**src/rtl/multicycle_main_control.sv**
```systemverilog
// Main control FSM for the multicycle RV32 datapath (lw, sw, R-type, beq).
// Moore outputs decoded from the state register; only FETCH looks at mem_ready.
module multicycle_main_control #(
  parameter logic [6:0] OPC_LW  = 7'b0000011,
  parameter logic [6:0] OPC_SW  = 7'b0100011,
  parameter logic [6:0] OPC_R   = 7'b0110011,
  parameter logic [6:0] OPC_BEQ = 7'b1100011
) (
  input  logic       clk,
  input  logic       reset,
  input  logic [6:0] opcode,
  input  logic       mem_ready,
  output logic       PCWrite,
  output logic       PCWriteCond,
  output logic       IorD,
  output logic       MemRead,
  output logic       MemWrite,
  output logic       IRWrite,
  output logic       MemtoReg,
  output logic       PCSource,
  output logic       ALUOp1,
  output logic       ALUOp0,
  output logic [1:0] ALUSrcA,
  output logic [1:0] ALUSrcB,
  output logic       RegWrite,
  output logic       illegal,
  output logic [3:0] state
);

  localparam logic [3:0] IDLE   = 4'd0;
  localparam logic [3:0] FETCH  = 4'd1;
  localparam logic [3:0] DECODE = 4'd2;
  localparam logic [3:0] MEMADR = 4'd3;
  localparam logic [3:0] MEMRD  = 4'd4;
  localparam logic [3:0] MEMWB  = 4'd5;
  localparam logic [3:0] MEMWR  = 4'd6;
  localparam logic [3:0] EXEC   = 4'd7;
  localparam logic [3:0] ALUWB  = 4'd8;
  localparam logic [3:0] BRANCH = 4'd9;

  logic [3:0] state_nxt;

  always_ff @(posedge clk or posedge reset) begin
    if (reset) state <= IDLE;
    else       state <= state_nxt;
  end

  always_comb begin
    state_nxt = IDLE;
    case (state)
      IDLE:    state_nxt = FETCH;
      FETCH:   state_nxt = mem_ready ? DECODE : FETCH;
      DECODE: begin
        if (opcode == OPC_LW || opcode == OPC_SW) state_nxt = MEMADR;
        else if (opcode == OPC_R)                 state_nxt = EXEC;
        else if (opcode == OPC_BEQ)               state_nxt = BRANCH;
        else                                      state_nxt = FETCH;
      end
      // IR cannot change mid-instruction; a non-memory opcode here just restarts fetch.
      MEMADR: begin
        if (opcode == OPC_SW)      state_nxt = MEMWR;
        else if (opcode == OPC_LW) state_nxt = MEMRD;
        else                       state_nxt = FETCH;
      end
      MEMRD:   state_nxt = mem_ready ? MEMWB : MEMRD;
      MEMWB:   state_nxt = FETCH;
      MEMWR:   state_nxt = mem_ready ? FETCH : MEMWR;
      EXEC:    state_nxt = ALUWB;
      ALUWB:   state_nxt = FETCH;
      BRANCH:  state_nxt = FETCH;
      default: state_nxt = IDLE;
    endcase
  end

  always_comb begin
    PCWrite     = 1'b0;
    PCWriteCond = 1'b0;
    IorD        = 1'b0;
    MemRead     = 1'b0;
    MemWrite    = 1'b0;
    IRWrite     = 1'b0;
    MemtoReg    = 1'b0;
    PCSource    = 1'b0;
    ALUOp1      = 1'b0;
    ALUOp0      = 1'b0;
    ALUSrcA     = 2'b00;
    ALUSrcB     = 2'b00;
    RegWrite    = 1'b0;
    illegal     = 1'b0;
    case (state)
      // PC+4 is computed every FETCH cycle but only committed on the accept cycle.
      FETCH: begin
        MemRead = 1'b1;
        ALUSrcB = 2'b01;
        IRWrite = mem_ready;
        PCWrite = mem_ready;
      end
      DECODE: begin
        ALUSrcA = 2'b10;
        ALUSrcB = 2'b10;
        illegal = !(opcode == OPC_LW || opcode == OPC_SW ||
                    opcode == OPC_R  || opcode == OPC_BEQ);
      end
      MEMADR: begin
        ALUSrcA = 2'b01;
        ALUSrcB = 2'b10;
      end
      MEMRD: begin
        MemRead = 1'b1;
        IorD    = 1'b1;
      end
      MEMWB: begin
        RegWrite = 1'b1;
        MemtoReg = 1'b1;
      end
      MEMWR: begin
        MemWrite = 1'b1;
        IorD     = 1'b1;
      end
      EXEC: begin
        ALUSrcA = 2'b01;
        ALUOp1  = 1'b1;
      end
      ALUWB:   RegWrite = 1'b1;
      BRANCH: begin
        ALUSrcA     = 2'b01;
        ALUOp0      = 1'b1;
        PCWriteCond = 1'b1;
        PCSource    = 1'b1;
      end
      default: ;
    endcase
  end

endmodule

```
**config.mk**
```make
export PLATFORM = sky130hd
export DESIGN_NAME = multicycle_main_control
export DESIGN_NICKNAME = d
export VERILOG_FILES = /design/src/rtl/multicycle_main_control.sv
export SDC_FILE = /design/constraint.sdc
export NUM_CORES = 1
export LEC_CHECK = 0
export CAP_MARGIN = 10
export CORE_MARGIN = 2
export CORE_UTILIZATION = 31
export DETAILED_ROUTE_END_ITERATION = 16
export HOLD_SLACK_MARGIN = 0.06
export PLACE_DENSITY = 0.86
export SLEW_MARGIN = 10
export SYNTH_ARGS = -nofsm -noshare
export SYNTH_HDL_FRONTEND = slang
export SYNTH_SLANG_ARGS = --single-unit
```
**constraint.sdc**
```tcl
create_clock -name clk -period 1.3 [get_ports clk]
set_input_delay 0.26 -clock clk [delete_from_list [all_inputs] [get_ports clk]]
set_output_delay 0.26 -clock clk [all_outputs]
set_load 0.01 [all_outputs]
```
==> Word level (Yosys, flattened, before mapping) <==
Cells that the tools add are included.
{ "op_classes": {"shift": 0, "eq_ne": 13, "bitwise": 0, "n_reduce_logical": 11, "mux": 20, "n_div": 0, "n_lt_le_gt_ge": 0, "mul": 0, "n_addsub": 0} }
{ "op_table": {"columns": ["cell", "count"], "rows": [
  ["$pmux W4 S7", 1],
  ["$eq A4 B3 Y1 const B", 4],
  ["$eq A7 B6 Y1 const B", 2],
  ["$mux W4", 3],
  ["$mux W1", 10],
  ["$mux W3", 3],
  ["$eq A4 B2 Y1 const B", 2],
  ["$eq A4 B4 Y1 const B", 2],
  ["$pmux W2 S2", 2],
  ["$reduce_or A2 Y1", 4],
  ["$eq A7 B2 Y1 const B", 1],
  ["$eq A7 B7 Y1 const B", 1],
  ["$eq A4 B1 Y1 const B", 1],
  ["$logic_not A4 Y1", 1],
  ["$reduce_or A4 Y1", 1],
  ["$logic_or A1 B1 Y1", 3],
  ["$reduce_or A3 Y1", 1],
  ["$mux W2", 1],
  ["$logic_not A1 Y1", 1]
]} }
{ "totals": {"word_cells": 45, "register_bits": 4, "mem_count": 0, "ramBits": 0, "out_inout_bits": 20, "romBits": 0, "latchBits": 0} }

==> Logic depth before layout (Yosys ltp) <==
Gate-level depths: netlist of the first run.
{ "logic_depth": {"depth_word": 6, "mapped_depth": 4} }

==> Least setup slack after synthesis of the first run <==
Ideal clock, no wire load.
{ "synth_timing": {"path_kind": "reg-to-output", "start": "reg state[2]", "end": "out illegal", "arrival_time_ns": 1.257, "path_stages_with_launch": 4, "setup_slack_ns": -0.217, "path_buffers": 0, "cell_sequence": "dfrtp_1 > or3b_4 > nor2_2 > a21boi_1"} }
{ "synth_via": {"elab_chain_len": 2} }
{ "synth_lines": {"columns": ["element", "line", "source"], "rows": [
  ["from (decl)", "27", "output logic [3:0] state"],
  ["from (signal assigned)", "45", "else state <= state_nxt;"],
  ["$eq A4 B2 Y1", "90", "case (state)"],
  ["$mux W1", "90", null],
  ["to (decl)", "26", "output logic illegal,"]
]} }
No other way between the ends.

==> Worst setup path after layout of the first run <==
Ends and elaborated chain as after synthesis.

==> impl_metrics.yaml, run 1 <==
outcome:
  run_status: "finished, violations left"
  failing_checks: "setup timing"
final_layout:
  ff_latch_area_um2: 100
  area_growth_pct: 157
  layout_top_registers: "state: 4 flops"
  largest_register_ffs: 4
  layout.nets: 130
  max_flop_register: "state"
  layout-drive-gt1-share: 0.669
  insertedDiodeCount: 0
  n_fill_cell: 62
  fin_cells: 133
  multi_input_area_um2: 427
yosys:
  postSynthAreaPerCell_um2: 7.63
  synth_simple_gate_area_share: 0.439
  synth_compound_gate_area_share: 0.200
  number_of_warnings_reported_in_the_yosys_synthesis_log: 0
  synthXorXnorAreaFrac: 0.0194
  synthesized_nets: 69
  synth_cells: 59
  async_reset_ff_frac: 1.00
  post_synth_num_cell_types: 30
  synth_top_family_by_area: "simple AND/OR/NAND/NOR gates"
  synth_seq_cells: 4
  synth.yosys.seq_area_share: 0.222
  yosys_most_used_dff: "sky130_fd_sc_hd__dfrtp_1"
  synth-edff-count: 0
  synth_fa_ha_area_frac: 0
  mappedNetlistArea_um2: 450
  synth.area.mux_share: 0
grt:
  grtUsageTotal: 0.220
  grt_start_max_net_pins: 13
  grt_antenna_before_repair: 0
  vias_in_the_first_global_route: 666
  global_route_wire_length_before_repair_mm: 2.90
  overflow: 0
floorplan:
  placement_rows: 13
  coreArea_um2: 1330
  effective_utilization_at_floorplan: 0.338
  floorplan.die.height_um: 42.1
  die_area_um2: 1770
  io_pins: 30
  dieWidth_um: 42.1
power_and_ir_drop:
  irDropWorstVdd_mv: 0.491
  total_leakage_power_uw: 0.000549
  power-per-cell-area_nw_per_um2: 777
  total_power_uw: 900
placement:
  place_congestion: 0.848
  buffer_ports.inserted: 29
  dp_hpwl_mm: 1.20
  dpl.cell_count: 116
sta:
  finalWorstPathRequiredPeriod_ps: 1760
  worst_clock_skew_ps: 9.84
  setup-violations-final: 21
  timing_max_transition_violations_final: 0
  finalCritPeriodShare: 1.35
  highest_clock_rate_mhz: 568
  final.setup.worst_slack_ps: -460
  report.final.hold_viol_count: 0
  rsz_0062_raised_after_global_routing: "yes"
  max_slew.worst_pin.slew_ps: 352
  maxSlewHeadroom: 0.763
routing:
  vias: 770
  drt_first_iter_violations: 39
  routedWlPerCell_um: 20.4
  drt_wl_total_mm: 2.71
  antenna_left: 0
  remaining_drc_errors: 0
  drt-pass1-iter-count: 5
  viasPerCell: 5.79
setup_path:
  path_cells: "or3b_4, nor2_4, a21boi_4, buf_6"
  arrival_ps: 1500
  critical_path_start_type: "flop"
  timing.critical_path.slowest_cell_delay_ps: 430
  critical_path.max_fanout: 2
  critical_path_required_ps: 1040
  cpMaxStageDelayCell: "sky130_fd_sc_hd__or3b_4"
  path_depth_of_the_worst_reg2reg_path: 6
  worstSetupEndpointType: "output pin"
  path_class: "flop to output pin"
hold_path:
  hold_class: "input pin to async pin"
clock_tree:
  tritoncts.num_buffers: 3
  ctsRootBufferMaster: "sky130_fd_sc_hd__clkbuf_4"
  h-tree-depth: 1
  clock_network_latency_to_the_later_pin_of_the_worst_skew_pair_ps: 260
  numClockSinks: 4
  clockBufferDepth: 2
  cts_tree: "built"
  clkTransAtPathRegs_ps: 50
run:
  max_cap_viol_count: 0
area by class of cell:
class	instances	area share
inverters	3	0.00972
flip-flops and latches	4	0.0864
well taps	15	0.0162
repair buffers	63	0.500
multi-input cells	45	0.368
clock buffers	3	0.0194
power by group:
part           switching, uW  leakage, uW  internal, uW
clock                   69.0    0.0000138           104
combinational            261     0.000484           315
sequential              14.9    0.0000505           136
cell usage in the layout (no fill, tap or decap), drive strengths merged, types with 2 or more instances in the layout:
cell            n
nand2b          3
o21ai           4
nor3b           3
buf            53
nor2            4
a21oi           3
nor4b           2
clkbuf          4
dfrtp           4
clkdlybuf4s50   9
nor3            2
and2            2
nor2b           4
nand2           3
and3            2
inv             3
kinds of logic after synthesis:
kind of cell	count (synthesis)
AND/OR/NAND/NOR	30
XOR/XNOR	1
AO/OA/AOI/OAI	14
buffers and inverters	10
flip-flops	4
metrics by stage:
stage,worst slack (ps),util,hold slack [ps],cell area [um^2],setup TNS (ps)
after floorplan,-126,-,26.1,478,-361
after global placement,-700,0.669,446,892,-8130
after detailed placement,-737,0.669,453,892,-8870
after CTS,-411,0.748,196,997,-5570
after global routing,-499,0.869,213,1160,-6890
final,-460,0.869,196,1160,-6160
worst max-delay path, delay by kind of cell (launching register included):
kind	cells	cell delay [ps]
AOI/OAI and AO/OA	1	190
buffers and inverters	1	120
DFF	1	390
and+or+nand+nor	2	540
worst paths after layout:
kind	start	end	slack, ps
worst min register to register	state[3]	state[1]	840
worst min-delay path	reset	state[2]	200
min in group clk	opcode[6]	state[3]	780
worst max-delay path	state[2]	illegal	-460
max in group asynchronous	reset	state[0]	930
worst max register to register	state[2]	state[0]	-250
routing by layer:
metal  wire (um)  up-vias  part of all wire  track usage
met5           0        -                 0            0
met4         205        0             0.076        0.175
met3         217       19             0.080       0.0345
met2        1330       62              0.49        0.397
met1         957      363              0.35        0.220
li1            -      326                 -            -
timing repair:
item,in CTS,in global routing
gates cloned,0,2
pin swaps,9,13
endpoints found under the setup margin,23,24
resized for setup,87,41
buffers inserted,4,10
hold buffers,0,0
cells in the mapped netlist, types with 2 or more instances:
cell | number | area (um^2)
sky130_fd_sc_hd__and2_1 | 2 | 12.5
sky130_fd_sc_hd__nor3b_1 | 2 | 15.0
sky130_fd_sc_hd__nor4b_1 | 2 | 17.5
sky130_fd_sc_hd__nand2_1 | 3 | 11.3
sky130_fd_sc_hd__nor2b_1 | 4 | 25.0
sky130_fd_sc_hd__nand2b_1 | 3 | 18.8
sky130_fd_sc_hd__buf_4 | 3 | 22.5
sky130_fd_sc_hd__buf_2 | 4 | 20.0
sky130_fd_sc_hd__o21ai_0 | 4 | 20.0
sky130_fd_sc_hd__nor2_1 | 3 | 11.3
sky130_fd_sc_hd__dfrtp_1 | 4 | 100
sky130_fd_sc_hd__nor3_1 | 2 | 10.0
sky130_fd_sc_hd__a21oi_1 | 3 | 15.0
sky130_fd_sc_hd__inv_1 | 3 | 11.3
sky130_fd_sc_hd__and3_1 | 2 | 12.5
(Power assumes the default switching activity.)
==> run 2, diff against run 1 <==
Settings changed: CORE_UTILIZATION 31 to 32, CTS_BUF_LIST from default to sky130_fd_sc_hd__clkbuf_8, PLACE_DENSITY 0.86 to 0.88, REMOVE_ABC_BUFFERS from default to 1.
==> run 2 against run 1 <==
  * The run still ends with setup timing left
  * Final area fell by 7.0%
  * Largest power group unchanged
  * Sequential power fell by 3%
  * Clock-buffer cell count is the same
  * Clock skew decreased by 6.2 ps
  * Setup slack better by 67 ps
  * Combinational power fell by 6.9%
  * Sequential share of layout area grew 0.65 points
  * Maximum frequency rose by 3.9%
  * Largest cell class unchanged
  * Utilization decreased by 4.1 points
==> impl_metrics.yaml, run 2 (synthesis gave the netlist of run 1 again) <==
final_layout:
  largest_register_ffs: 4
  utilization_after_layout: 0.828
  most_used_cells_in_the_layout_excluding_fill_and_tap_cells: "sky130_fd_sc_hd__buf_4, sky130_fd_sc_hd__buf_6, sky130_fd_sc_hd__buf_2"
  insertedDiodeCount: 0
  area_growth_pct: 139
  post-route-cell-area_um2: 1080
  most_common_cell_after_layout_fill_and_taps_aside: "sky130_fd_sc_hd__buf_4"
  max_flop_register: "state"
  layout-drive-gt1-share: 0.617
  layout_top_registers: "state: 4 flops"
  layout.nets: 127
floorplan:
  effective_utilization_at_floorplan: 0.346
  floorplan.die.height_um: 41.5
  io_pins: 30
  die_area_um2: 1720
  placement_rows: 13
  coreArea_um2: 1300
  dieWidth_um: 41.5
routing:
  drt_first_iter_violations: 7
  antenna_left: 0
  viasPerCell: 5.00
  drt_wl_total_mm: 1.91
  routedWlPerCell_um: 14.7
  vias: 650
  remaining_drc_errors: 0
  drt-pass1-iter-count: 6
setup_path:
  worstReg2RegEnd: "state[0]"
  critical_path.max_fanout: 2
  critical_path_start_type: "flop"
  path_depth_of_the_worst_reg2reg_path: 6
  setup.reg_to_reg.worst_slack_ps: -140
  arrival_ps: 1430
  worstSetupEndpointType: "output pin"
  critPathCapture: "illegal"
  critical_path_required_ps: 1040
  crit_startpoint: "state[3]"
  r2r-start: "state[1]"
  path_class: "flop to output pin"
power_and_ir_drop:
  part_of_the_total_power_dissipated_in_the_clock_network: 0.286
  switchingPower_uw: 311
  total_leakage_power_uw: 0.000539
  share_seq_of_total_power: 0.153
  irDropWorstVdd_mv: 0.434
  power_report.internal_total_uw: 644
  comb_power_share: 0.560
  swShare: 0.326
  power-per-cell-area_nw_per_um2: 887
grt:
  grt_start_max_net_pins: 13
  vias_in_the_first_global_route: 625
  overflow: 0
  global_route_wire_length_before_repair_mm: 2.73
  grtUsageTotal: 0.211
  grt_antenna_before_repair: 0
placement:
  buffer_ports.inserted: 29
  place_congestion: 0.886
  dp_hpwl_mm: 1.14
  placement.cell_area_um2: 875
clock_tree:
  clockBufferDepth: 2
  clkTransAtPathRegs_ps: 40
  clock_network_latency_to_the_later_pin_of_the_worst_skew_pair_ps: 220
  cts_tree: "built"
  post_cts_hold_buffer_count: 0
  tritoncts.num_buffers: 3
  h-tree-depth: 1
  numClockSinks: 4
  ctsRootBufferMaster: "sky130_fd_sc_hd__clkbuf_8"
sta:
  rsz_0062_raised_after_global_routing: "yes"
  setup-violations-final: 22
  final.setup.worst_slack_ps: -393
  max_slew.worst_pin.slew_ps: 266
  highest_clock_rate_mhz: 591
  finalCritPeriodShare: 1.30
  finalWorstPathRequiredPeriod_ps: 1690
  worst_clock_skew_ps: 3.68
  report.final.hold_viol_count: 0
  timing_max_transition_violations_final: 0
  maxSlewHeadroom: 0.821
outcome:
  failing_checks: "setup timing"
  run_status: "finished, violations left"
hold_path:
  hold_class: "input pin to async pin"
run:
  max_cap_viol_count: 0
run 2: final cells by class:
class	instances	area, um^2
sequential	4	100
clock buffer	3	41.3
timing repair buffer	60	503
fill	86	224
tap	15	18.8
inverter	3	11.3
multi-input combinational	45	403
run 2: worst max-delay path, cell delays in order (launching register included):
cell and delay (ps):
sky130_fd_sc_hd__dfrtp_1 390, sky130_fd_sc_hd__or3b_4 430, sky130_fd_sc_hd__nor2_4 100, sky130_fd_sc_hd__a21boi_2 160, sky130_fd_sc_hd__buf_2 140
run 2: power by group through the flow:
stage | Sequential (uW) | Clock (uW) | Combinational [uW]
after floorplan | 171 | 0 | 128
after global placement | 146 | 0 | 404
after detailed placement | 147 | 0 | 416
after CTS | 146 | 267 | 438
after global routing | 149 | 284 | 568
final | 147 | 273 | 536
run 2: metal layers:
metal	track usage	up-vias	part of all wire
met2	0.353	25	0.51
met4	0.174	0	0.033
li1	-	316	-
met3	0.0304	6	0.038
met5	0	-	0
met1	0.231	303	0.42
run 2: what timing repair did:
| action | in CTS | in global routing |
|---|---|---|
| endpoints found under the setup margin | 23 | 23 |
| setup buffers | 4 | 6 |
| pin swaps | 7 | 6 |
| resized for setup | 87 | 26 |
run 2: worst min path at each step:
stage / start / to / slack (ps)
6_report: reset / state[1] / 230
5_1_grt: reset / state[1] / 250
4_1_cts: reset / state[2] / 240
3_5_place_dp: reset / state[3] / 460
3_3_place_gp: reset / state[3] / 450
2_1_floorplan: reset / state[0] / 30
run 2: per-stage QoR:
stage	std cells	total power (uW)	TNS (ps)	setup WS [ps]	hold slack, ps
finish	130	955	-4910	-393	233
global route	130	1000	-6080	-437	255
CTS	124	851	-4540	-364	239
floorplan	52	299	-1150	-338	26.1
detailed placement	117	563	-8990	-676	460
global placement	117	550	-8410	-615	452
